==> src/rtl/i2c_seq_pkg.sv <==
// rtl/i2c_seq_pkg.sv - shared state encoding and constants for the I2C write sequencer
package i2c_seq_pkg;

  typedef enum logic [2:0] {
    ST_IDLE  = 3'd0,
    ST_START = 3'd1,
    ST_ADDR  = 3'd2,
    ST_REG   = 3'd3,
    ST_LOAD  = 3'd4,
    ST_DATA  = 3'd5,
    ST_STOP  = 3'd6
  } seq_state_t;

  localparam logic I2C_WR_BIT         = 1'b0;
  localparam int   DEFAULT_FIFO_DEPTH = 16;

  function automatic logic [7:0] addr_byte(input logic [6:0] dev);
    return {dev, I2C_WR_BIT};
  endfunction

endpackage

==> src/rtl/i2c_seq_fifo.sv <==
// rtl/i2c_seq_fifo.sv - payload byte FIFO; power-of-2 depth so pointers wrap naturally
module i2c_seq_fifo
  import i2c_seq_pkg::*;
#(
  parameter int DEPTH = DEFAULT_FIFO_DEPTH
) (
  input  logic       clk,
  input  logic       reset_n,
  input  logic       push,
  input  logic [7:0] push_data,
  input  logic       pop,
  output logic [7:0] pop_data,
  output logic       full,
  output logic       empty
);

  localparam int AW = $clog2(DEPTH);

  logic [7:0]    mem [DEPTH];
  logic [AW-1:0] wr_ptr;
  logic [AW-1:0] rd_ptr;
  logic [AW:0]   count;
  logic          do_push;
  logic          do_pop;

  // A push against a full FIFO is dropped even if a pop happens in the same cycle.
  assign full     = (count == (AW+1)'(DEPTH));
  assign empty    = (count == '0);
  assign do_push  = push && !full;
  assign do_pop   = pop && !empty;
  assign pop_data = mem[rd_ptr];

  always_ff @(posedge clk or negedge reset_n) begin
    if (!reset_n) begin
      wr_ptr <= '0;
      rd_ptr <= '0;
      count  <= '0;
    end else begin
      if (do_push) wr_ptr <= wr_ptr + AW'(1);
      if (do_pop)  rd_ptr <= rd_ptr + AW'(1);
      case ({do_push, do_pop})
        2'b10:   count <= count + (AW+1)'(1);
        2'b01:   count <= count - (AW+1)'(1);
        default: count <= count;
      endcase
    end
  end

  always_ff @(posedge clk) begin
    if (do_push) mem[wr_ptr] <= push_data;
  end

endmodule

==> src/rtl/i2c_write_sequencer.sv <==
// rtl/i2c_write_sequencer.sv - drives a bit-level I2C master through START/addr/reg/payload/STOP writes
// Optional underrun watchdog: I2C_SEQ_UNDERRUN_TIMEOUT_EN
module i2c_write_sequencer
  import i2c_seq_pkg::*;
#(
  parameter int FIFO_DEPTH     = DEFAULT_FIFO_DEPTH,
  parameter int LEN_W          = 8,
  parameter int TIMEOUT_CYCLES = 1_000_000
) (
  input  logic             clk,
  input  logic             reset_n,
  input  logic             cmd_valid,
  output logic             cmd_ready,
  input  logic [6:0]       cmd_dev_addr,
  input  logic [7:0]       cmd_reg_addr,
  input  logic [LEN_W-1:0] cmd_len,
  input  logic [7:0]       wr_data,
  input  logic             wr_valid,
  output logic             wr_ready,
  output logic             busy,
  output logic             done,
  output logic             err,
  output logic [7:0]       m_tx_data,
  output logic             m_start,
  output logic             m_stop,
  output logic             m_i2c_en,
  input  logic             m_ready,
  input  logic             m_tx_done
);

  seq_state_t       state;
  logic [7:0]       reg_addr_q;
  logic [LEN_W-1:0] remaining;
  logic             fifo_full;
  logic             fifo_empty;
  logic             fifo_pop;
  logic [7:0]       fifo_rdata;

  assign wr_ready = !fifo_full;
  assign fifo_pop = (state == ST_LOAD) && !fifo_empty;

  i2c_seq_fifo #(
    .DEPTH (FIFO_DEPTH)
  ) u_fifo (
    .clk       (clk),
    .reset_n   (reset_n),
    .push      (wr_valid),
    .push_data (wr_data),
    .pop       (fifo_pop),
    .pop_data  (fifo_rdata),
    .full      (fifo_full),
    .empty     (fifo_empty)
  );

`ifdef I2C_SEQ_UNDERRUN_TIMEOUT_EN
  localparam int TW = $clog2(TIMEOUT_CYCLES + 1);

  logic [TW-1:0] stall_cnt;
  logic          stalled;
  logic          underrun_timeout;
  logic          aborted;

  assign stalled          = (state == ST_LOAD) && fifo_empty;
  assign underrun_timeout = stalled && (stall_cnt == TW'(TIMEOUT_CYCLES - 1));

  // Counts only while starved in LOAD; any pop or state change restarts it.
  always_ff @(posedge clk or negedge reset_n) begin
    if (!reset_n) begin
      stall_cnt <= '0;
    end else if (stalled && !underrun_timeout) begin
      stall_cnt <= stall_cnt + TW'(1);
    end else begin
      stall_cnt <= '0;
    end
  end
`else
  logic unused_timeout_cfg;
  assign unused_timeout_cfg = (TIMEOUT_CYCLES > 0);
  assign err                = 1'b0;
`endif

  always_ff @(posedge clk or negedge reset_n) begin
    if (!reset_n) begin
      state      <= ST_IDLE;
      cmd_ready  <= 1'b1;
      busy       <= 1'b0;
      done       <= 1'b0;
      m_tx_data  <= '0;
      m_start    <= 1'b0;
      m_stop     <= 1'b0;
      m_i2c_en   <= 1'b0;
      reg_addr_q <= '0;
      remaining  <= '0;
`ifdef I2C_SEQ_UNDERRUN_TIMEOUT_EN
      err        <= 1'b0;
      aborted    <= 1'b0;
`endif
    end else begin
      done <= 1'b0;
`ifdef I2C_SEQ_UNDERRUN_TIMEOUT_EN
      err  <= 1'b0;
`endif
      case (state)
        ST_IDLE: begin
          if (cmd_valid && cmd_ready) begin
            reg_addr_q <= cmd_reg_addr;
            remaining  <= cmd_len;
            m_tx_data  <= addr_byte(cmd_dev_addr);
            m_start    <= 1'b1;
            m_i2c_en   <= 1'b1;
            m_stop     <= 1'b0;
            cmd_ready  <= 1'b0;
            busy       <= 1'b1;
            state      <= ST_START;
`ifdef I2C_SEQ_UNDERRUN_TIMEOUT_EN
            aborted    <= 1'b0;
`endif
          end
        end

        // Drop start as soon as the master leaves IDLE so it cannot re-trigger.
        ST_START: begin
          if (!m_ready) begin
            m_start <= 1'b0;
            state   <= ST_ADDR;
          end
        end

        ST_ADDR: begin
          if (m_tx_done) begin
            m_tx_data <= reg_addr_q;
            state     <= ST_REG;
          end
        end

        ST_REG, ST_DATA: begin
          if (m_tx_done) begin
            if (remaining != '0) begin
              state <= ST_LOAD;
            end else begin
              m_stop   <= 1'b1;
              m_i2c_en <= 1'b1;
              state    <= ST_STOP;
            end
          end
        end

        // With no data, releasing i2c_en parks the master in HOLD with SCL low.
        ST_LOAD: begin
          if (!fifo_empty) begin
            m_tx_data <= fifo_rdata;
            m_i2c_en  <= 1'b1;
            remaining <= remaining - LEN_W'(1);
            state     <= ST_DATA;
          end else begin
            m_i2c_en <= 1'b0;
`ifdef I2C_SEQ_UNDERRUN_TIMEOUT_EN
            if (underrun_timeout) begin
              m_stop   <= 1'b1;
              m_i2c_en <= 1'b1;
              aborted  <= 1'b1;
              state    <= ST_STOP;
            end
`endif
          end
        end

        ST_STOP: begin
          if (m_ready) begin
            m_stop    <= 1'b0;
            m_i2c_en  <= 1'b0;
            m_start   <= 1'b0;
            cmd_ready <= 1'b1;
            busy      <= 1'b0;
            state     <= ST_IDLE;
`ifdef I2C_SEQ_UNDERRUN_TIMEOUT_EN
            if (aborted) err <= 1'b1;
            else         done <= 1'b1;
`else
            done      <= 1'b1;
`endif
          end
        end

        default: state <= ST_IDLE;
      endcase
    end
  end

endmodule

==> config.mk <==
export PLATFORM = sky130hd
export DESIGN_NAME = i2c_write_sequencer
export DESIGN_NICKNAME = d
export VERILOG_FILES = /design/src/rtl/i2c_seq_pkg.sv /design/src/rtl/i2c_seq_fifo.sv /design/src/rtl/i2c_write_sequencer.sv
export SDC_FILE = /design/constraint.sdc
export NUM_CORES = 1
export LEC_CHECK = 0
export CORE_ASPECT_RATIO = 2
export CORE_UTILIZATION = 25
export CTS_BUF_LIST = sky130_fd_sc_hd__clkbuf_16
export DETAILED_ROUTE_END_ITERATION = 10
export HOLD_SLACK_MARGIN = 0.03
export SYNTH_ARGS = -nofsm -noshare
export SYNTH_HDL_FRONTEND = slang
export SYNTH_HIERARCHICAL = 1
export SYNTH_SLANG_ARGS = --single-unit
==> constraint.sdc <==
create_clock -name clk -period 3.02 [get_ports clk]
set_clock_uncertainty 0.2 [all_clocks]
set_input_delay 0.453 -clock clk [delete_from_list [all_inputs] [get_ports clk]]
set_output_delay 0.453 -clock clk [all_outputs]
set_load 0.05 [all_outputs]
==> key figures <==
Outcome
  – Status: finished clean

Synthesis
  – Cells after Synth: 535
  – Post-synth EDFFs: 128
  – Post-Synthesis Cell Area: 0.00777 mm2
  – Synth Flop Type: edfxtp_1
  – Post-synthesis simple-gate area fraction: 6.97%
  – Sequential fraction of the synthesis area: 64.3%
  – Synth Area in XOR/XNOR: 1.24%
  – Post-Synth Adder-Cell Area: 1.87%
  – Largest family of logic cells by synthesized area: multiplexers
  – Synth unique cells: 66
  – Synth Net Count: 583
  – Flops & latches, synth: 174
  – Avg Cell Area, Syn: 14.5 um2
  – Mux contribution to synthesized area: 12.1%
  – Synth async-reset ratio: 26.4%
  – Synth Area in Compound Gates: 9.90%
  – Synthesis warning total: 6

Place
  – Port bufs: 51
  – Placement Cell Area: 0.00886 mm2
  – DP HPWL: 14500 um
  – GP Congestion: 0.752

Worst setup path
  – Req. time, crit path: 3.14 ns
  – CP Launch Type: register
  – Critical path class: register to register
  – CP arrival: 2.96 ns
  – Worst r2r dst: u_fifo/count[4]
  – Critical Path Fanout Max: 5
  – Crit Reg-Reg Startpoint: state[1]
  – R2R Setup Slk: 0.18 ns
  – Cells on worst reg2reg path: 11
  – CP Capture Type: register

Floorplan
  – Num ports: 53
  – Die area: 0.0318 mm2
  – Core Box Area: 0.0307 mm2
  – Die W: 127 um
  – Initial core utilization: 25.3%
  – Rows: 91
  – Die Y: 251 um

Detailed routing
  – Wirelength, routed: 19000 um
  – Initial DRC count: 309
  – Top Layer Used: met4
  – Met2 Wirelength: 11600 um
  – DR WL/cell: 19.0 um
  – Drt drc: 0
  – Vias after detailed routing: 4669
  – Vias per cell: 4.69
  – Met1 wire length: 6160 um
  – Final ANT Viol Nets: 0
  – Met3 WL: 453 um
  – First-pass DRT Iterations: 4

Clock tree
  – H-tree levels: 4
  – TritonCTS clock tree: done
  – Clock sink count: 174
  – Clock Latency Late Sink: 0.43 ns
  – Max Root-Sink Buffers: 2
  – Clock Root Buffer: clkbuf_16
  – Clock-pin slew on the worst setup and hold paths: 0.07 ns
  – Num CTS Buffers: 17

STA
  – Worst slew margin: 55.4%
  – Fmax: 353 MHz
  – Slew @ Worst Pin: 0.668 ns
  – Slew Limit Fails: 0
  – Minimum clock period: 2.84 ns
  – Setup violators final: 0
  – RSZ-0062 raised after global routing: false
  – Final Cycle Share: 93.9%
  – Hold violation count in the final report: 0

Finish
  – Synthesis-to-finish area growth: 22.1%
  – Fill count: 3007
  – Most common cell after layout, fill and taps aside: edfxtp_1
  – # diodes: 0
  – Final core utilization: 30.9%
  – # nets final: 659
  – Design area: 0.00949 mm2
  – Ratio of cells with drive above 1 in the final layout: 19.1%
  – Most frequent cells in the layout: edfxtp_1, clkdlybuf4s50_1, dfrtp_1

Hold path
  – Tightest Hold Check Type: register to register
  – Min-Delay Path Depth: 2
  – WHS Endpoint: busy
  – HP Start: busy

Global routing
  – Pin count of the biggest net entering global routing: 30
  – Vias in the first global route: 4993
  – Initial antenna violation count: 0
  – First-pass GRT wire length: 29100 um
  – GRT Total Usage: 12.6%
  – Overflow after GRT: 0

Power
  – Pwr dens: 973 mW/mm2
  – VDD IR max: 340 uV
  – Pleak: 3.43 nW

Flow run
  – Max Cap Viol: 0
-- logic make-up (layout without fill, tap and decap cells) --
logic type                 count (synthesis)  in the layout
other                                      1              1
AOI/OAI and AO/OA                        113            113
adders and majority gates                 11             11
and+or+nand+nor                          105            105
muxes                                     69             69
buffers and inverters                     51            140
DFF                                      174            174
xor gates and xnor gates                  11             11
-- report_power, final --
part           switching, W  internal [W]
sequential         0.000409       0.00305
clock              0.000979       0.00125
combinational       0.00197       0.00157
total               0.00336       0.00587
-- area by class of cell --
class,count,area (um2),area share [%]
Inverter,18,67.6,0.712
Timing Repair Buffer,90,838,8.83
Sequential cell,174,5000,52.7
Clock buffer,17,425,4.48
Clock inverter,15,174,1.83
Tap cell,372,465,4.91
Multi-Input combinational cell,310,2520,26.6
-- how the worst max path moves through the flow --
stage / cells past startpoint / end / from
after floorplan: 14 / u_fifo/count[4] / state[2]
after global placement: 11 / u_fifo/count[4] / state[1]
after detailed placement: 11 / u_fifo/count[4] / state[1]
after CTS: 11 / u_fifo/count[4] / state[1]
after global routing: 11 / u_fifo/count[4] / state[1]
final: 11 / u_fifo/count[4] / state[1]
-- metal layers --
layer	GRT usage [%]	vias to the layer above
met3	2.34	33
li1	-	2178
met4	6.90	0
met5	0	-
met2	26.4	92
met1	10.6	2366
-- registers in the layout, indices dropped and copies added (netlist names) --
signal	flops
busy	1
m_i2c_en	1
state	3
done	1
u_fifo/count	5
reg_addr_q	8
cmd_ready	1
m_tx_data	8
m_stop	1
m_start	1
u_fifo/wr_ptr	4
u_fifo/rd_ptr	4
remaining	8
u_fifo/mem	128
-- synthesized netlist by cell type (all sizes together), types with 2 or more instances --
cell type / count / area, um2
a211o: 7 / 61.3
a21boi: 2 / 15.0
a21o: 2 / 15.0
a21oi: 26 / 141
a221oi: 9 / 78.8
a22oi: 10 / 75.1
and2: 2 / 12.5
buf: 21 / 165
clkbuf: 12 / 45.0
dfrtp: 45 / 1130
edfxtp: 128 / 3840
ha: 10 / 125
inv: 18 / 67.6
mux2: 27 / 308
mux2i: 25 / 250
mux4: 17 / 383
nand2: 28 / 108
nand2b: 4 / 25.0
nand3: 3 / 15.0
nor2: 32 / 120
nor2b: 13 / 83.8
nor3: 6 / 30.0
nor4: 4 / 31.3
o21ai: 33 / 165
o221ai: 5 / 43.8
o22ai: 4 / 25.0
o2bb2ai: 4 / 35.0
or3: 2 / 12.5
or3b: 2 / 17.5
xnor2: 8 / 70.1
xor2: 3 / 26.3
-- through the flow --
stage               power (W)  setup slack [ns]  instances  TNS [ns]  hold slack (ns)
detailed placement    0.00708           -0.0729        962   -0.0729            0.271
finish                0.00923             0.185        996         0            0.288
floorplan             0.00596           0.00747        535         0          -0.0426
CTS                   0.00933             0.110        995         0            0.292
global placement      0.00704           -0.0453        962   -0.0453            0.268
global route          0.00974            0.0233        996         0            0.322
-- worst max-delay path, stage by stage (launching register included) --
cell     delay, ns
dfrtp_1       0.38
or3b_1        0.40
nor2_1        0.11
nor2b_4       0.26
ha_4          0.19
inv_1         0.07
fa_2          0.35
nor2b_1       0.11
o21ai_0       0.10
nand3_1       0.09
or3b_1        0.36
xnor2_1       0.13
-- what timing repair did --
item                       4_1_cts  5_1_grt
hold endpoints to repair        21        0
hold buffers                     1        0
setup endpoints to repair        1        1
setup buffers                    0        1
resized for setup                1        2
Note: power is estimated with default switching activity, not from simulation.
